$ cat src/rtl/inputs_sync_pkg.sv
// Shared constants and helpers for the input synchronizer / glitch filter.
package inputs_sync_pkg;

  localparam int SYNC_STAGES_DEFAULT = 2;
  localparam int SYNC_STAGES_MIN     = 2;
  localparam int SYNC_STAGES_MAX     = 4;
  localparam int FILTER_CNT_MAX      = 65535;
  localparam int SIZE_MAX            = 64;

  // Width of the qualification counter: ceil(log2(filter_cnt+1)), never below 1.
  function automatic int cnt_width(input int filter_cnt);
    int w;
    w = $clog2(filter_cnt + 1);
    if (w < 1) w = 1;
    return w;
  endfunction

endpackage

$ cat src/rtl/sync_filter_bit.sv
// One channel: multi-flop synchronizer, optional glitch filter, edge pulses.
module sync_filter_bit
  import inputs_sync_pkg::*;
#(
  parameter int   SYNC_STAGES = SYNC_STAGES_DEFAULT,
  parameter logic DEFAULT_VAL = 1'b0,
  parameter int   FILTER_CNT  = 0
) (
  input  logic clk,
  input  logic rst,
  input  logic din,
  output logic dout,
  output logic rise,
  output logic fall
);

  (* async_reg = "true" *) logic [SYNC_STAGES-1:0] sync_q;
  logic synced;
  logic next_out;
  logic dout_q;
  logic rise_q;
  logic fall_q;

  // Synchronizer chain; the last stage is the metastability-safe sample.
  always_ff @(posedge clk or posedge rst) begin
    if (rst) sync_q <= {SYNC_STAGES{DEFAULT_VAL}};
    else     sync_q <= {sync_q[SYNC_STAGES-2:0], din};
  end

  assign synced = sync_q[SYNC_STAGES-1];

  generate
    if (FILTER_CNT == 0) begin : g_bypass
      assign next_out = synced;
    end else begin : g_filter
      localparam int CW = cnt_width(FILTER_CNT);
      localparam logic [CW-1:0] CNT_LAST = CW'(FILTER_CNT - 1);
      logic [CW-1:0] cnt_q;
      logic [CW-1:0] cnt_d;

      // A change is accepted only after FILTER_CNT consecutive differing samples.
      always_comb begin
        cnt_d    = '0;
        next_out = dout_q;
        if (synced != dout_q) begin
          if (cnt_q == CNT_LAST) begin
            next_out = synced;
            cnt_d    = '0;
          end else begin
            cnt_d = cnt_q + CW'(1);
          end
        end
      end

      // Qualification counter; reset aborts any qualification in progress.
      always_ff @(posedge clk or posedge rst) begin
        if (rst) cnt_q <= '0;
        else     cnt_q <= cnt_d;
      end
    end
  endgenerate

  // Filtered level and edge pulses, all updated on the same edge.
  always_ff @(posedge clk or posedge rst) begin
    if (rst) begin
      dout_q <= DEFAULT_VAL;
      rise_q <= 1'b0;
      fall_q <= 1'b0;
    end else begin
      dout_q <= next_out;
      rise_q <= next_out & ~dout_q;
      fall_q <= ~next_out & dout_q;
    end
  end

  assign dout = dout_q;
  assign rise = rise_q;
  assign fall = fall_q;

endmodule

$ cat src/rtl/inputs_sync_filter.sv
// Bank of SIZE independent synchronizer/filter channels.
module inputs_sync_filter
  import inputs_sync_pkg::*;
#(
  parameter int              SIZE        = 1,
  parameter int              SYNC_STAGES = SYNC_STAGES_DEFAULT,
  parameter logic [SIZE-1:0] DEFAULT_OUT = '0,
  parameter int              FILTER_CNT  = 0
) (
  input  logic            iClk,
  input  logic            iRst,
  input  logic [SIZE-1:0] ivSync,
  output logic [SIZE-1:0] ovSync,
  output logic [SIZE-1:0] ovRise,
  output logic [SIZE-1:0] ovFall
);

  generate
    for (genvar i = 0; i < SIZE; i++) begin : g_ch
      sync_filter_bit #(
        .SYNC_STAGES (SYNC_STAGES),
        .DEFAULT_VAL (DEFAULT_OUT[i]),
        .FILTER_CNT  (FILTER_CNT)
      ) u_bit (
        .clk  (iClk),
        .rst  (iRst),
        .din  (ivSync[i]),
        .dout (ovSync[i]),
        .rise (ovRise[i]),
        .fall (ovFall[i])
      );
    end
  endgenerate

endmodule

$ cat config.mk
export PLATFORM = sky130hd
export DESIGN_NAME = inputs_sync_filter
export DESIGN_NICKNAME = d
export VERILOG_FILES = /design/src/rtl/inputs_sync_pkg.sv /design/src/rtl/sync_filter_bit.sv /design/src/rtl/inputs_sync_filter.sv
export SDC_FILE = /design/constraint.sdc
export NUM_CORES = 1
export LEC_CHECK = 0
export CAP_MARGIN = 20
export CORE_AREA = 2 2 39 41
export CTS_CLUSTER_DIAMETER = 100
export DETAILED_ROUTE_END_ITERATION = 16
export DIE_AREA = 0 0 41 43
export PLACE_DENSITY = 0.39
export SLEW_MARGIN = 10
export SYNTH_ARGS = -nofsm -noshare
export SYNTH_HDL_FRONTEND = slang
export SYNTH_SLANG_ARGS = --single-unit
$ cat constraint.sdc
create_clock -name iClk -period 0.9 [get_ports iClk]
set_input_delay 0.135 -clock iClk [delete_from_list [all_inputs] [get_ports iClk]]
set_output_delay 0.135 -clock iClk [all_outputs]
set_load 0.1 [all_outputs]
# Word level (Yosys, flattened, before mapping)
# Index checks and enable logic that the tools add are counted.
# W data, S select, Z words.
classes:
  add_sub_neg: 0
  n_mul: 0
  div: 0
  n_lt_le_gt_ge: 0
  eq_ne: 0
  shifts: 0
  muxes: 0
  n_bitwise: 4
  n_reduce_logical: 0
ops:
  columns: ["operator", "n"]
  rows:
  - ["$and A1 B1 Y1", 2]
  - ["$not A1 Y1", 2]
totals:
  reg_bits: 5
  latchBits: 0
  mem_bits_rw: 0
  mem_bits_ro: 0
  inputBits: 3
  wordCells: 8
  memories: 0

# Depth between registers and ports, before layout
# Gate-level depths: netlist of run 1.
logic_depth:
  ltp_word: 2
  depth_mapped: 1
  depth_no_buf: 1

# Worst setup path before layout of run 1
# Ideal clock, no wire load.
synth_timing:
  kind: "register -> register"
  start: "register g_ch[0].u_bit.dout_q"
  end: "register g_ch[0].u_bit.rise_q"
  setup_ns: 0.120
  t_arrival_ns: 1.196
  t_required_ns: 0.780
  slack_ns: -0.415
  stages_incl_launch_ff: 2
  path_buffers: 0
  synth_period_minus_slack_ns: 1.315
  cell_sequence: "dfrtp_1 and2b_2"
synth_via:
  elab_chain_len: 2
synth_rtl:
  columns: ["element", "line_no", "source"]
  rows:
  - ["start, declared", "sync_filter_bit.sv:20", "logic dout_q;"]
  - ["start signal, assigned", "sync_filter_bit.sv:70", "dout_q <= next_out;"]
  - ["$not A1 Y1", "sync_filter_bit.sv:71", "rise_q <= next_out & ~dout_q;"]
  - ["$and A1 B1 Y1", "sync_filter_bit.sv:71", null]
  - ["end signal, assigned", "sync_filter_bit.sv:71", null]
  - ["end, declared", "sync_filter_bit.sv:21", "logic rise_q;"]
# No other way between the ends.

# Worst setup path in the final report of run 1
layout_timing:
  start: "register g_ch[0].u_bit.dout_q"
  end: "output port ovSync"
layout_rtl:
  columns: ["element", "line_no", "source"]
  rows:
  - ["end, declared", "inputs_sync_filter.sv:13", "output logic [SIZE-1:0] ovSync,"]
# No word-level cell between the ends.

==> results of run 1 <==
## metal layers
| metal | routed length (um) | GRT usage (%) |
|---|---|---|
| met1 | 114 | 3.630 |
| met3 | 32 | 6.283 |
| met5 | 0 | 0 |
| met4 | 8 | 6.000 |
| met2 | 88 | 3.125 |
## power by group through the flow
stage,sequential (uW),combinational [uW],clock (uW)
global placement,251,97.7,0
CTS,248,102,280
detailed placement,252,98.8,0
finish,248,101,267
global route,248,106,299
floorplan,298,7.40,0
## layout by cell type, fill, tap and decap left out
cell type and n:
and2b_2 1, buf_12 3, buf_4 1, clkbuf_1 1
clkbuf_4 3, clkdlybuf4s50_1 2, dfrtp_1 2, dfrtp_2 2
dfrtp_4 1, inv_1 1, nor2b_1 1
## metrics by stage
step / instances / power (uW)
floorplan: 8 / 305.8
global placement: 29 / 348.4
detailed placement: 29 / 350.4
CTS: 34 / 630.0
global route: 34 / 653.5
finish: 34 / 615.4
## how the worst max path moves through the flow
stage                  startpoint                  to  slack, ns
2_1_floorplan  g_ch[0].u_bit.dout  g_ch[0].u_bit.rise      -0.06
3_3_place_gp   g_ch[0].u_bit.dout              ovSync       0.12
3_5_place_dp   g_ch[0].u_bit.dout              ovSync       0.12
4_1_cts        g_ch[0].u_bit.dout              ovSync      -0.14
5_1_grt        g_ch[0].u_bit.dout              ovSync      -0.16
6_report       g_ch[0].u_bit.dout              ovSync      -0.13
## layout make-up
cell class                 count  share of cell area [%]
sequential                     5                   46.26
timing repair buffer           6                   30.84
clock buffer                   4                   9.251
tap                           16                   7.048
multi-input combinational      2                   5.286
inverter                       1                   1.322
## registers in the layout (all words and copies together), names as in the netlist
register           flops
g_ch.u_bit.dout        1
g_ch.u_bit.fall        1
g_ch.u_bit.rise        1
g_ch.u_bit.sync_q      2
## cell families after synthesis
kind of cell | Yosys count | synth area share [%]
buffers and inverters | 1 | 2.606
and+or+nand+nor | 2 | 10.44
DFF | 5 | 86.96
## what timing repair did
action	CTS	global route
pin swaps	0	0
setup buffers	1	0
endpoints found under the setup margin	3	3
==> reports/results.txt, run 1 <==
R2R Setup Slk: 0.03 ns
crit path capture type: primary output
Final period util: 114.7%
Achievable Freq: 968.9 MHz
mean cell area of the mapped netlist: 17.99 um2
failing checks: negative setup slack
Worst path max stage delay: 0.48 ns
synthesized cell area: 143.9 um2
ys async rst share: 100.0%
clk_skew: 0.003649 ns
post-DP HPWL: 159.7 um
Synth Net Count: 11
post-cts resize count: 0
initial antenna violation count: 0
FF+latch count, synth: 5
final count of negative-setup-slack endpoints: 3
clk sinks: 5
smallest hold slack: 0.08595 ns
drt first pass iters: 1
Residual DRC: 0
hold crit path type: in2async
Vias: 89
critical path, cell by cell: buf_12
fill count: 148
synth unique cells: 4
clk_lat worst skew: 0.24 ns
final layout net count: 22
Routed Antenna Nets: 0
arrival time worst endpoint: 0.90 ns
# diodes: 0
Finished Cell Area: 284.0 um2
setup_tns: -0.2305 ns
Max-slew headroom: 87.87%
Comb pwr share: 16.5%
sw power: 168.0 uW
Crit-path slowest cell: dfrtp_4
IO Count: 6
Worst R2R Start: g_ch[0].u_bit.dout
DIE AREA: 1763 um2
routability congestion estimate: 0.5060
Setup WS post-layout: -0.1321 ns
Sw Ratio: 27.29%
Num CTS Buffers: 3
H-Tree Depth: 1
quantity of I/O buffers inserted on ports: 5
Post-Place Worst Slack: 0.1198 ns
worst endpoint required time: 0.76 ns
first-pass GRT wire length: 365 um
die height: 43 um
Max Cap Viol: 0
storage element area: 131.4 um2
top cells by area, synth: dfrtp_1 (87%), and2b_2 (6.1%), nor2b_1 (4.3%), inv_1 (2.6%)
kind of critical path: reg2out
Synth top area share: 86.96%
Rows: 14
Sequential Power Share: 40.2%
crit path max fanout: 2
Worst Path Buf+Inv: 1
Synth Warn #: 0
clock power share: 43.3%
register area share after synthesis: 86.96%
gr usage total: 4.251%
Util after Layout: 20.52%
min Tclk post-route: 1.032 ns
CP delay by family, top: flip-flops
unrepaired setup endpoints after global routing: yes
status: finished, violations left
Cell Pwr Density: 2167 nW/um2
Int Pwr: 447.4 uW
Clock transition at path regs: 0.05 ns
CTS root buffer: clkbuf_4
critical path depth: 1
hold buffers post-CTS: 0
wire per inst: 7.176 um
Post-synth EDFFs: 0
Slew Limit Fails: 0
initial DRC count: 0
Worst Tran Pin Value: 0.1817 ns
Layout area overhead: 97.39%
Static Leakage: 0.0001242 uW
vias in the first global route: 93
GRT Residual Overflow: 0
r2r endpoint: g_ch[0].u_bit.rise
CTS tree: built
Yosys top cell by area: dfrtp_1
area of the multi-input gates: 15.01 um2
CP Launch Type: flop
die width: 41 um
Synth Flop Type: dfrtp_1
number of failing hold endpoints at the final stage: 0
Synth top cells by count: dfrtp_1 (5), and2b_2 (1), inv_1 (1), nor2b_1 (1)
Max clock buf depth: 2
Initial Util: 10.40%
placed inst area: 250.2 um2
share of cells above drive strength 1: 61.11%
most common cell in the netlist: dfrtp_1
DR vias/cell: 2.618
largest net degree at the start of global routing: 6
Reg2Reg Depth: 2
Cells after Synth: 8
Max VDD drop: 538.2 uV
Core ar.: 1384 um2
routed wire length: 244 um
Note: power is estimated with default switching activity, not from simulation.
==> run 2: changes to the inputs <==
--- a/config.mk
+++ b/config.mk
@@ -7,7 +7,7 @@
 export LEC_CHECK = 0
 export CAP_MARGIN = 20
 export CORE_AREA = 2 2 39 41
-export CTS_CLUSTER_DIAMETER = 100
+export CTS_CLUSTER_DIAMETER = 80
 export DETAILED_ROUTE_END_ITERATION = 16
 export DIE_AREA = 0 0 41 43
 export PLACE_DENSITY = 0.39
==> results of run 2 <==
No change in the layout: final DEF, timing and power equal those of run 1.
==> run 3: changes to the inputs <==
--- a/config.mk
+++ b/config.mk
@@ -10,7 +10,9 @@
 export CTS_CLUSTER_DIAMETER = 80
 export DETAILED_ROUTE_END_ITERATION = 16
 export DIE_AREA = 0 0 41 43
+export GPL_TIMING_DRIVEN = 0
 export PLACE_DENSITY = 0.39
+export SKIP_LAST_GASP = 1
 export SLEW_MARGIN = 10
 export SYNTH_ARGS = -nofsm -noshare
 export SYNTH_HDL_FRONTEND = slang
==> run 3 against run 2 <==
Compared with the run above: die area is the same; sequential share of layout area is the same; first-iteration DRC count is the same; non-clock buffer count is the same; critical path type unchanged; wire length shrank 6.1%; clock skew shrank 0.0031 ns; sequential power is essentially flat; the flow still finishes with violations (negative setup slack).
==> reports/results.txt, run 3 (synthesis results as in run 1) <==
setup_tns: -0.2210 ns
Clock transition at path regs: 0.04 ns
clk sinks: 5
Static Leakage: 0.0001242 uW
Rows: 14
Max clock buf depth: 2
final layout net count: 22
DR vias/cell: 2.647
Slew Limit Fails: 0
critical path, cell by cell: buf_12
CTS root buffer: clkbuf_4
initial DRC count: 0
grt met1 use: 3.934%
first-pass GRT wire length: 393 um
min Tclk post-route: 1.029 ns
Core ar.: 1384 um2
CP delay by family, top: flip-flops
drt first pass iters: 1
r2r endpoint: g_ch[0].u_bit.rise
arrival time worst endpoint: 0.89 ns
M2 GR Usage: 3.750%
DIE AREA: 1763 um2
H-Tree Depth: 1
Max VDD drop: 525.8 uV
critical path depth: 1
routed wire length: 229 um
gr usage total: 4.242%
routability congestion estimate: 0.5034
Setup WS post-layout: -0.1290 ns
status: finished, violations left
met3 Usage GRT: 7.853%
Cell Pwr Density: 2134 nW/um2
Layout Cells excl Fill: 34
hold buffers post-CTS: 0
Max-slew headroom: 86.82%
quantity of I/O buffers inserted on ports: 5
dpl cells: 29
post-DP HPWL: 150.9 um
Worst Tran Pin Value: 0.1975 ns
kind of critical path: reg2out
clk_lat worst skew: 0.24 ns
Post-Place Worst Slack: -0.7520 ns
Finished Cell Area: 284.0 um2
most frequent cells in the layout: clkbuf_4 (3), buf_12 (3), dfrtp_2 (2), dfrtp_1 (2), clkdlybuf4s50_1 (2)
# diodes: 0
Reg2Reg Depth: 2
Achievable Freq: 971.8 MHz
die width: 41 um
Max Cap Viol: 0
Worst Path Buf+Inv: 1
GRT Residual Overflow: 0
Final period util: 114.3%
crit path to: ovSync
clk_skew: 0.0005376 ns
wire per inst: 6.735 um
placed inst area: 220.2 um2
failing checks: negative setup slack
die height: 43 um
Num CTS Buffers: 3
Worst R2R Start: g_ch[0].u_bit.dout
IO Count: 6
Initial Util: 10.40%
share of cells above drive strength 1: 61.11%
Residual DRC: 0
largest net degree at the start of global routing: 6
CTS tree: built
Worst path max stage delay: 0.48 ns
Crit-path slowest cell: dfrtp_4
number of failing hold endpoints at the final stage: 0
max FFs per register: 2
final count of negative-setup-slack endpoints: 3
Critical Path Source: g_ch[0].u_bit.dout
vias in the first global route: 101
worst endpoint required time: 0.76 ns
crit path max fanout: 2
hold crit path type: in2async
initial antenna violation count: 0
crit path capture type: primary output
unrepaired setup endpoints after global routing: yes
Largest Register: g_ch.u_bit.sync_q
Power, Total: 606.0 uW
Routed Antenna Nets: 0
GR peak layer: met3
Layout area overhead: 97.39%
R2R Setup Slk: 0.03 ns
Vias: 90
CP Launch Type: flop
## run 3: cell counts in the layout (fill, tap and decap cells not counted)
Identical to the previous run, type by type.
## run 3: power by group
part	switching, uW	internal [uW]
clock network	89.2	167
logic	61.8	40.1
registers	7.98	240
## run 3: metal layers
metal | vias up | wire, um
li1 | 42 | -
met1 | 39 | 85
met2 | 9 | 87
met3 | 0 | 56
met4 | 0 | 0
met5 | - | 0
## run 3: how the worst min path moves through the flow
stage	start	end	slack (ns)	cells after the start
after floorplan	iRst	g_ch[0].u_bit.sync_q[0]	-0.09	1
after global placement	iRst	g_ch[0].u_bit.dout	0.34	2
after detailed placement	g_ch[0].u_bit.sync_q[0]	g_ch[0].u_bit.sync_q[1]	0.34	0
after CTS	iRst	g_ch[0].u_bit.dout	0.09	2
after global routing	iRst	g_ch[0].u_bit.dout	0.12	2
final	iRst	g_ch[0].u_bit.dout	0.1	2
## run 3: stage by stage
step | hold slack, ns | util (%)
6_report | 0.09637 | 20.52
5_1_grt | 0.1188 | 20.52
4_1_cts | 0.09386 | 19.26
3_5_place_dp | 0.3371 | 15.91
3_3_place_gp | 0.3353 | 15.91
2_1_floorplan | -0.08660 | -
## run 3: area by class of cell
type | count | area, um2
well taps | 16 | 20.02
multi-input cells | 2 | 15.01
clock buffers | 4 | 26.28
fillers | 141 | 1100
repair buffers | 6 | 87.58
flip-flops and latches | 5 | 131.4
inverters | 1 | 3.754
## run 3: repair_timing
action | CTS | global route
gates resized for setup | 23 | 4
endpoints found under the setup margin | 3 | 3
buffers inserted | 1 | 0
endpoints found under the hold margin | 0 | 0
